$ cat config.mk
export PLATFORM = sky130hd
export DESIGN_NAME = nr_isqrt_refine
export DESIGN_NICKNAME = d
export VERILOG_FILES = /design/src/rtl/nr_isqrt_refine.sv
export SDC_FILE = /design/constraint.sdc
export NUM_CORES = 1
export LEC_CHECK = 0
export BUFFER_PORTS_ARGS = -buffer_cell sky130_fd_sc_hd__buf_2
export CAP_MARGIN = 20
export CORE_MARGIN = 2
export CORE_UTILIZATION = 45
export DETAILED_ROUTE_END_ITERATION = 6
export PLACE_DENSITY = 0.58
export SETUP_SLACK_MARGIN = 0.2
export SLEW_MARGIN = 25
export SYNTH_ARGS = -nofsm -noshare
export SYNTH_HDL_FRONTEND = slang
export SYNTH_SLANG_ARGS = --single-unit
export TNS_END_PERCENT = 100
$ cat constraint.sdc
create_clock -name clk -period 9.8 [get_ports clk]
set_input_delay 0.49 -clock clk [delete_from_list [all_inputs] [get_ports clk]]
set_output_delay 0.49 -clock clk [all_outputs]
set_load 0.1 [all_outputs]
$ cat src/rtl/nr_isqrt_refine.sv
// nr_isqrt_refine: multi-iteration Newton-Raphson inverse-sqrt refiner.
// Ports: clk, rst_n | in_valid/in_ready, x, y0, iters | out_valid/out_ready, y, sat, div0 | busy.
module nr_isqrt_refine #(
    parameter int INT_WIDTH   = 4,
    parameter int FRACT_WIDTH = 12,
    parameter int MAX_ITER    = 3,
    localparam int WORD       = INT_WIDTH + FRACT_WIDTH,
    localparam int ITER_W     = $clog2(MAX_ITER + 1)
) (
    input  logic              clk,
    input  logic              rst_n,
    input  logic              in_valid,
    output logic              in_ready,
    input  logic [WORD-1:0]   x,
    input  logic [WORD-1:0]   y0,
    input  logic [ITER_W-1:0] iters,
    output logic              out_valid,
    input  logic              out_ready,
    output logic [WORD-1:0]   y,
    output logic              sat,
    output logic              div0,
    output logic              busy
);

    localparam int PW = 2 * WORD;

    localparam logic [WORD-1:0] ONE_P5 =
        WORD'((1 << FRACT_WIDTH) | (1 << (FRACT_WIDTH - 1)));
    localparam logic [PW:0] HALF_LSB = (PW + 1)'(1 << (FRACT_WIDTH - 1));
    localparam logic [ITER_W-1:0] MAX_N = ITER_W'(MAX_ITER);

    typedef enum logic [2:0] {
        S_IDLE,
        S_SQR,
        S_MULX,
        S_UPD,
        S_DONE
    } state_t;

    state_t              r_state;
    logic [WORD-1:0]     r_y;
    logic [WORD-1:0]     r_xh;
    logic [WORD-1:0]     r_t;
    logic [ITER_W-1:0]   r_cnt;
    logic                r_sat;
    logic                r_div0;
    logic                r_out_valid;

    logic [ITER_W-1:0]   w_n;
    logic [WORD-1:0]     w_op_a;
    logic [WORD-1:0]     w_op_b;
    logic [PW-1:0]       w_prod;
    logic [PW:0]         w_sum;
    logic                w_ovf;
    logic [WORD-1:0]     w_rnd;
    logic                w_clamp;
    logic [WORD-1:0]     w_f;
    logic                w_unused_lsb;

    assign w_n = (iters > MAX_N) ? MAX_N : iters;

    // r_t holds t = y*y after SQR and a = x_half*t after MULX
    assign w_clamp = (r_t > ONE_P5);
    assign w_f     = w_clamp ? '0 : (ONE_P5 - r_t);

    // One shared multiplier; operands selected by state
    always_comb begin
        w_op_a = '0;
        w_op_b = '0;
        unique case (r_state)
            S_SQR:   begin w_op_a = r_y;  w_op_b = r_y; end
            S_MULX:  begin w_op_a = r_xh; w_op_b = r_t; end
            S_UPD:   begin w_op_a = r_y;  w_op_b = w_f; end
            default: ;
        endcase
    end

    // Round to nearest, then saturate anything above the word range
    assign w_prod       = w_op_a * w_op_b;
    assign w_sum        = {1'b0, w_prod} + HALF_LSB;
    assign w_ovf        = |w_sum[PW:WORD+FRACT_WIDTH];
    assign w_rnd        = w_ovf ? '1 : w_sum[WORD+FRACT_WIDTH-1:FRACT_WIDTH];
    assign w_unused_lsb = &{1'b0, w_sum[FRACT_WIDTH-1:0]};

    always_ff @(posedge clk or negedge rst_n) begin
        if (!rst_n) begin
            r_state     <= S_IDLE;
            r_y         <= '0;
            r_xh        <= '0;
            r_t         <= '0;
            r_cnt       <= '0;
            r_sat       <= 1'b0;
            r_div0      <= 1'b0;
            r_out_valid <= 1'b0;
        end else begin
            unique case (r_state)
                S_IDLE: begin
                    if (in_valid) begin
                        r_xh   <= x >> 1;
                        r_cnt  <= w_n;
                        r_sat  <= 1'b0;
                        r_div0 <= 1'b0;
                        if (x == '0) begin
                            r_y     <= '1;
                            r_div0  <= 1'b1;
                            r_state <= S_DONE;
                        end else if (w_n == '0) begin
                            r_y     <= y0;
                            r_state <= S_DONE;
                        end else begin
                            r_y     <= y0;
                            r_state <= S_SQR;
                        end
                    end
                end
                S_SQR: begin
                    r_t     <= w_rnd;
                    r_sat   <= r_sat | w_ovf;
                    r_state <= S_MULX;
                end
                S_MULX: begin
                    r_t     <= w_rnd;
                    r_sat   <= r_sat | w_ovf;
                    r_state <= S_UPD;
                end
                S_UPD: begin
                    r_y     <= w_rnd;
                    r_sat   <= r_sat | w_ovf | w_clamp;
                    r_cnt   <= r_cnt - 1'b1;
                    r_state <= (r_cnt == ITER_W'(1)) ? S_DONE : S_SQR;
                end
                S_DONE: begin
                    // First DONE cycle raises out_valid; handshake after that
                    if (!r_out_valid) begin
                        r_out_valid <= 1'b1;
                    end else if (out_ready) begin
                        r_out_valid <= 1'b0;
                        r_state     <= S_IDLE;
                    end
                end
                default: r_state <= S_IDLE;
            endcase
        end
    end

    assign in_ready  = (r_state == S_IDLE);
    assign busy      = (r_state != S_IDLE);
    assign out_valid = r_out_valid;
    assign y         = r_y;
    assign sat       = r_sat;
    assign div0      = r_div0;

endmodule
# == After elaboration in Yosys (flattened, before gate mapping) ==
# Cells that the tools add are included.
# word_totals
register_bits,55
out_inout_bits,21
in_bits,38
word_cells,59
# classes
n_reduce_logical,13
magnitude_cmp,2
n_bitwise,2
n_mul,1
n_mux,22
n_eq_ne,8
add_sub_neg,3
# ops
cell,count
2-to-1 mux 16 bit,4
one-hot mux 16 bit (2 select lines),2
one-hot mux 16 bit (3 select lines),1
adder 32 x 12 -> 33 bit (second input constant),1
multiplier 16 x 16 -> 32 bit,1
2-to-1 mux 3 bit,6
> comparator 16 x 13 -> 1 bit (second input constant),1
logical NOT 16 bit,1
subtractor 13 x 16 -> 16 bit (first input constant),1
one-hot mux 3 bit (5 select lines),1
== test 3 x 2 -> 1 bit (second input constant),2
inequality test 2 bit (second input constant),3
AND reduction 2 bit,3
nonzero test 3 bit,2
OR reduction 5 bit,1
2-to-1 mux 1 bit,4
2-to-1 mux 2 bit,2
one-hot mux 2 bit (2 select lines),1
OR reduction 2 bit,2
== test 3 x 1 -> 1 bit (second input constant),1
== test 3 bit (second input constant),1
logical NOT 3 bit,1
one-hot mux 1 bit (3 select lines),1
AND reduction 3 bit,1
6 further kinds,7

# == Logic depth before layout (Yosys ltp) ==
# Gate-level depths: netlist of run 1.
# depth
depth_word,9
depth_mapped,37
depth_no_buf,32

# == Worst setup path before layout of run 1 ==
# OpenSTA, ideal clock, no wires.
# synth_path
kind,register to register
from,reg r_t[0]
to,reg r_y[10] (netlist: y[10])
setup_slack_ns,1.675
path_buffers,5
t_required_ns,9.652
setup_time_ns,0.148
stages_incl_launch_ff,36
synth_period_minus_slack_ns,8.125
arrival_time_ns,7.977
path_cell_list,dfrtp_1 -> inv_1 -> ha_1 -> nor3b_2 -> nand3_1 -> nor3_1 -> o21ai_1 -> or2_2 -> clkbuf_1 -> buf_2 -> nor3_1 -> a221oi_1 -> buf_2 -> nor2_1 -> fa_1 -> inv_1 -> fa_1 -> fa_1 -> inv_1 -> fa_1 -> fa_1 -> inv_1 -> fa_1 -> inv_1 -> ha_1 -> clkbuf_1 -> a21oi_1 -> o21ai_0 -> a21oi_1 -> and3_1 -> a221oi_2 -> or3_1 -> and2_1 -> nor4_4 -> buf_4 -> a22oi_1
# synth_between
elab_chain_len,8
word_cells_on_any_way,9
cone_classes,2 x add/sub; 1 x mul; 1 x order compare; 4 x mux; 1 x reduce/logical
# synth_lines
element,line,rtl
"start, declared",43,logic [WORD-1:0] r_t;
"start signal, assigned",117,r_t <= w_rnd;
"start signal, assigned",122,r_t <= w_rnd;
subtractor 13 x 16 -> 16 bit / > comparator 16 x 13 -> 1 bit (equally long branches),"64, 63",
2-to-1 mux 16 bit,64,assign w_f = w_clamp ? '0 : (ONE_P5 - r_t);
one-hot mux 16 bit (3 select lines) (*),70,unique case (r_state)
multiplier 16 x 16 -> 32 bit (*),79,assign w_prod = w_op_a * w_op_b;
adder 32 x 12 -> 33 bit (*),80,"assign w_sum = {1'b0, w_prod} + HALF_LSB;"
OR reduction 5 bit,81,assign w_ovf = |w_sum[PW:WORD+FRACT_WIDTH];
2-to-1 mux 16 bit (*),82,assign w_rnd = w_ovf ? '1 : w_sum[WORD+FRACT_WIDTH-1:FRACT_WIDTH];
one-hot mux 16 bit (2 select lines) (*),96,unique case (r_state)
"end signal, assigned",108,r_y <= y0;
"end signal, assigned",111,r_y <= y0;
"end signal, assigned",127,r_y <= w_rnd;
"end, declared",41,logic [WORD-1:0] r_y;
# Every way passes the cells marked *; elsewhere a longest branch is shown, timed or not.
# A chain may end at the register's enable or synchronous reset.

# == Worst setup path in the final report of run 1 ==
# layout_path
from,reg r_state[1]
to,reg r_t[14]
# layout_between
elab_chain_len,7
word_cells_on_any_way,11
cone_classes,1 x add/sub; 1 x mul; 3 x eq/ne; 3 x mux; 3 x reduce/logical
# layout_lines
element,line,rtl
"start, declared",40,state_t r_state;
"start signal, assigned",130,r_state <= (r_cnt == ITER_W'(1)) ? S_DONE : S_SQR;
== test 3 x 2 -> 1 bit / == test 3 x 1 -> 1 bit (equally long branches),"70, 96",
OR reduction 2 bit (no source line),-,
one-hot mux 16 bit (2 select lines),70,
multiplier 16 x 16 -> 32 bit,79,
adder 32 x 12 -> 33 bit,80,
OR reduction 5 bit,81,
2-to-1 mux 16 bit,82,
# Parallel ways exist; a longest one is shown, timed or not.

==> run_results.csv, run 1 <==
group,metric,value,unit
status,status,"completed",
sta,setup_viol,0,
layout,drive_above_1_share,10.44,%
setup_path,critPathBufInv,4,
setup_path,cp-startpoint,"r_state[1]$_DFFE_PN0P_",
sta,rsz0062_at_grt,"false",
yosys,synthTopCellsByCount,"inv_1, fa_1, nand2_1",
setup_path,critPathLaunchType,"flip-flop",
layout,multiInputGateArea,9584,sq um
sta,hold_viol,0,
clock_tree,path_clk_slew,0.07,ns
setup_path,cpMaxStageDelayCell,"dfrtp_1",
layout,syn_to_final_growth,8.044,%
route,wire_per_inst,20.92,um
route,dr.pass1.iters,6,
place,routabilityCongestion,0.9665,
yosys,synth_nets,1779,
global_routing,antenna_found_initial,0,
floorplanning,die_w,167.8,um
place,place.detailed.hpwl,30670,um
layout,antennaDiodeCount,0,
layout,ff_latch_area,1376,sq um
setup_path,required,9.98,ns
yosys,synthDominantCellAreaShare,32.34,%
sta,fmax,110.6,MHz
route,routed_wl,37860,um
clock_tree,root_buffer,"clkbuf_16",
yosys,seq_area_frac_synth,11.40,%
setup_path,crit_chain,"nand2b_1, nor2_2, buf_12, a22o_1, nand2_1, fa_1, fa_1, fa_1, fa_1, inv_1, fa_1, inv_1, fa_1, inv_1, ha_1, a21o_1, a31oi_1, nor2_1, nor4_1, a211oi_1, or3_1, a221oi_2, nand2_2, o32a_1",
floorplanning,die-area,28150,sq um
setup_path,rr_worst_depth,24,
setup_path,worstReg2RegEnd,"r_t[14]$_DFFE_PN0P_",
global_routing,grt_max_degree,56,
sta,worst_pin_slew,1.062,ns
route,drt_iter0_markers,685,
sta,min_period,9.040,ns
yosys,synthFlopType,"dfrtp_1",
route,detail_route.vias_per_cell,5.680,
yosys,yosysTopAreaCell,"fa_1",
setup_path,critical_path_class,"flip-flop to flip-flop",
layout,nets,1824,
clock_tree,tritoncts,"yes",
yosys,synthArstFlopShare,100.0,%
yosys,ys_ff_latch,55,
floorplanning,core.rowCount,59,
floorplanning,boundaryPins,59,
sta,fin_skew,0.005290,ns
sta,finalCritPeriodShare,92.25,%
setup_path,worst_path_most_repeated_cell,"fa_1",
yosys,synthTopCellsByArea,"fa_1, ha_1, dfrtp_1",
global_routing,grt_pass1_wl,60560,um
sta,slew_headroom,29.22,%
clock_tree,htreeDepth,2,
setup_path,critPathCaptureType,"flip-flop",
setup_path,r2r-start,"r_state[1]$_DFFE_PN0P_",
sta,tns,0,ns
global_routing,grt_usage,28.05,%
route,vias,10280,
clock_tree,cts_buffer_depth,2,
layout,nFillCells,2617,
run,cap_violations,0,
setup_path,slowest_delay,0.79,ns
place,io_buffers,58,
global_routing,grt-ovfl-total,0,
yosys,synth.most_common_cell,"inv_1",
setup_path,crit_family,"adder cells",
floorplanning,core,26210,sq um
setup_path,cp.arrival,9.22,ns
yosys,synth_edf_count,0,
hold_path,hold_class,"input pin to asynchronous set/reset pin",
clock_tree,numCtsBuffers,5,
yosys,yosysWarningCount,0,
floorplanning,start_util,46.06,%
route,drc_errors,0,
yosys,netlist_area,12070,sq um
global_routing,grt_pass1_vias,10706,
clock_tree,clk_latency,0.29,ns
setup_path,r2r_slack,0.76,ns
sta,drv_slew,0,
yosys,synth_area_per_cell,8.447,sq um
yosys,synth.distinct_cells,74,
floorplanning,die_h,167.8,um
route,ant_nets,0,
setup_path,crit_fanout,21,
yosys,netlist_instances,1429,
clock_tree,cts_sinks,55,
==> per-stage QoR <==
step | utilization (%) | instances | instance area (sq um) | setup slack, ns | hold WS, ns
floorplan | - | 1429 | 12070 | 1.675 | 0.1944
global placement | 49.05 | 1799 | 12850 | 0.7193 | 0.4644
detailed placement | 49.10 | 1801 | 12870 | 0.5056 | 0.4764
CTS | 49.63 | 1809 | 13010 | 0.4781 | 0.3615
global route | 49.76 | 1810 | 13040 | 0.3238 | 0.3978
finish | 49.76 | 1810 | 13040 | 0.7595 | 0.3266
==> state kept, by name (all words and copies together), names as in the netlist <==
signal / flops
y: 16
r_state: 3
r_cnt: 2
div0: 1
r_xh: 15
sat: 1
out_valid: 1
r_t: 16
==> routing by layer <==
layer / GRT usage, % / share of wire [%]
met5: 0 / 0
met4: 9.414 / 4.0
met3: 3.644 / 5.6
met2: 46.14 / 46
met1: 38.54 / 44
==> timing repair <==
action,4_1_cts,5_1_grt
endpoints found under the setup margin,0,33
hold buffers,0,0
gates resized for setup,0,4
buffers inserted,0,1
==> worst max path at each step <==
stage | to | cells after the start
2_1_floorplan | y[10]$_DFFE_PN0P_ | 35
3_3_place_gp | y[4]$_DFFE_PN0P_ | 31
3_5_place_dp | y[4]$_DFFE_PN0P_ | 32
4_1_cts | y[4]$_DFFE_PN0P_ | 32
5_1_grt | r_t[13]$_DFFE_PN0P_ | 31
6_report | r_t[14]$_DFFE_PN0P_ | 24
==> cell type report <==
cell class / count / area share [%]
Clock inverter: 1 / 0.06716
Multi-Input combinational cell: 1069 / 73.49
Timing Repair Buffer: 98 / 4.605
Tap cell: 335 / 3.214
Sequential cell: 55 / 10.55
Clock buffer: 7 / 1.017
Inverter: 245 / 7.052
==> kinds of logic after synthesis <==
family,Yosys count,share of synthesized area [%]
and+or+nand+nor,495,18.19
adders and majority gates,312,44.47
buffers and inverters,305,9.692
AOI/OAI and AO/OA,240,14.56
DFF,55,11.40
xor gates and xnor gates,21,1.586
muxes,1,0.09329
==> cells in the final DEF, fill, tap and decap left out, drive strengths merged, types with 17 or more instances in the layout <==
| cell | n |
|---|---|
| buf | 98 |
| fa | 195 |
| ha | 117 |
| nand2 | 193 |
| dfrtp | 55 |
| o21ai | 34 |
| inv | 246 |
| a21oi | 50 |
| nor3 | 19 |
| nor2 | 185 |
| and2 | 17 |
| a31oi | 22 |
==> worst register-to-register path: stages, from the launching register on <==
cell and delay, ns:
dfrtp_1 0.79, nand2b_1 0.27, nor2_2 0.71, buf_12 0.26, a22o_1 0.58, nand2_1 0.18, fa_1 0.56, fa_1 0.48
fa_1 0.52, fa_1 0.55, inv_1 0.05, fa_1 0.47, inv_1 0.05, fa_1 0.48, inv_1 0.06, ha_1 0.34
a21o_1 0.20, a31oi_1 0.46, nor2_1 0.10, nor4_1 0.34, a211oi_1 0.19, or3_1 0.37, a221oi_2 0.40, nand2_2 0.16
o32a_1 0.35
Power of run 1 is not shown: default switching activity piles up to over one toggle a cycle in this logic, so the estimate is an artifact.
==> run 2, diff against run 1 <==
--- a/config.mk
+++ b/config.mk
@@ -10,6 +10,7 @@
 export CORE_MARGIN = 2
 export CORE_UTILIZATION = 45
 export DETAILED_ROUTE_END_ITERATION = 6
+export GPL_TIMING_DRIVEN = 0
 export PLACE_DENSITY = 0.58
 export SETUP_SLACK_MARGIN = 0.2
 export SLEW_MARGIN = 25
==> run_results.csv, run 2 (synthesis gave the netlist of run 1 again) <==
group,metric,value,unit
status,status,"completed",
setup_path,cpMaxStageDelayCell,"clkbuf_1",
global_routing,grt_pass1_vias,10713,
route,wire_per_inst,21.31,um
global_routing,grt_usage,28.89,%
sta,fmax,108.1,MHz
setup_path,crit_family,"adder cells",
setup_path,r2r_slack,0.55,ns
sta,drv_slew,0,
setup_path,critPathLaunchType,"flip-flop",
sta,hold_viol,0,
hold_path,hold_class,"input pin to asynchronous set/reset pin",
place,routabilityCongestion,0.9397,
route,drt_iter0_markers,821,
clock_tree,clk_latency,0.29,ns
setup_path,slowest_delay,0.61,ns
route,dr.pass1.iters,5,
setup_path,critPathBufInv,8,
clock_tree,htreeDepth,2,
sta,slew_headroom,31.10,%
route,routed_wl,39370,um
clock_tree,tritoncts,"yes",
clock_tree,cts_sinks,55,
clock_tree,hold_buffers,0,
setup_path,worst_path_most_repeated_cell,"fa_1",
layout,syn_to_final_growth,10.56,%
sta,rsz0062_at_grt,"false",
setup_path,crit_fanout,10,
global_routing,grt_max_degree,56,
sta,fin_skew,0.005607,ns
sta,fin_ws,0.5532,ns
layout,nets,1863,
floorplanning,die_h,167.8,um
floorplanning,boundaryPins,59,
setup_path,critical_path_class,"flip-flop to flip-flop",
global_routing,antenna_found_initial,0,
floorplanning,core.rowCount,59,
route,vias,10516,
setup_path,critPathCaptureType,"flip-flop",
floorplanning,die-area,28150,sq um
layout,final_common_cell,"inv_1",
floorplanning,start_util,46.06,%
layout,drive_above_1_share,11.90,%
place,place.detailed.hpwl,32560,um
clock_tree,cts_buffer_depth,2,
sta,worst_pin_slew,1.033,ns
sta,finalCritPeriodShare,94.36,%
route,drc_errors,0,
clock_tree,path_clk_slew,0.07,ns
floorplanning,die_w,167.8,um
setup_path,cp.arrival,9.41,ns
sta,setup_viol,0,
global_routing,grt-ovfl-total,0,
place,io_buffers,58,
route,ant_nets,0,
sta,min_period,9.247,ns
place,dp_slack,-0.3622,ns
layout,final_cell_mix,"inv_1, fa_1, nand2_1",
route,detail_route.vias_per_cell,5.690,
layout,antennaDiodeCount,0,
global_routing,grt_pass1_wl,62020,um
clock_tree,numCtsBuffers,5,
run,cap_violations,0,
floorplanning,core,26210,sq um
clock_tree,root_buffer,"clkbuf_16",
setup_path,required,9.96,ns
run 2: repair_timing:
action	4_1_cts	5_1_grt
resized for setup	11	43
setup buffers	3	4
pin swaps	1	5
endpoints found under the setup margin	33	33
endpoints found under the hold margin	0	0
run 2: cell type report:
cell class	instances	area, sq um
Clock inverter	2	41.29
Buffer	59	275.3
Fill cell	2591	12860
Multi-Input combinational cell	1069	9739
Inverter	245	919.6
Clock buffer	5	125.1
Timing Repair Buffer	78	449.2
Sequential cell	55	1376
Tap cell	335	419.2
run 2: routing by layer:
layer | up-vias | global-route usage, % | share of wire (%)
met2 | 374 | 48.37 | 47
li1 | 4781 | - | -
met4 | 0 | 8.280 | 3.4
met1 | 5295 | 40.24 | 43
met5 | - | 0 | 0
met3 | 66 | 2.609 | 6.2
run 2: path summary, 6_finish.rpt:
kind                                   startpoint                    end  depth (start not counted)
setup / recovery           r_state[1]$_DFFE_PN0P_     r_t[7]$_DFFE_PN0P_                         28
hold / removal                              rst_n    r_xh[7]$_DFFE_PN0P_                          1
setup reg to reg           r_state[1]$_DFFE_PN0P_     r_t[7]$_DFFE_PN0P_                         28
hold reg to reg             out_valid$_DFFE_PN0N_  out_valid$_DFFE_PN0N_                          2
max in group asynchronous                   rst_n     r_t[8]$_DFFE_PN0P_                          1
min in group clk                            x[10]    r_xh[9]$_DFFE_PN0P_                          3
run 2: worst register-to-register path, delay by kind of cell (launching register included):
family | cells | cell delay [ns]
adder cells (fa/ha/maj) | 7 | 3.39
AND/OR/NAND/NOR | 4 | 1.07
AO/OA/AOI/OAI | 8 | 1.87
XOR/XNOR | 1 | 0.18
flip-flops | 1 | 0.32
buffers and inverters | 8 | 2.28
run 2: per-stage QoR:
step,utilization (%),cells,setup TNS [ns],area (sq um),hold WS [ns]
after floorplan,-,1429,0,12070,0.1944
after global placement,48.77,1822,-23.42,12780,0.4738
after detailed placement,49.35,1834,-7.855,12930,0.4827
after CTS,50.24,1843,0,13170,0.2815
after global routing,50.92,1848,0,13350,0.3180
final,50.92,1848,0,13350,0.2485
Power of run 2 is left out for the same reason.
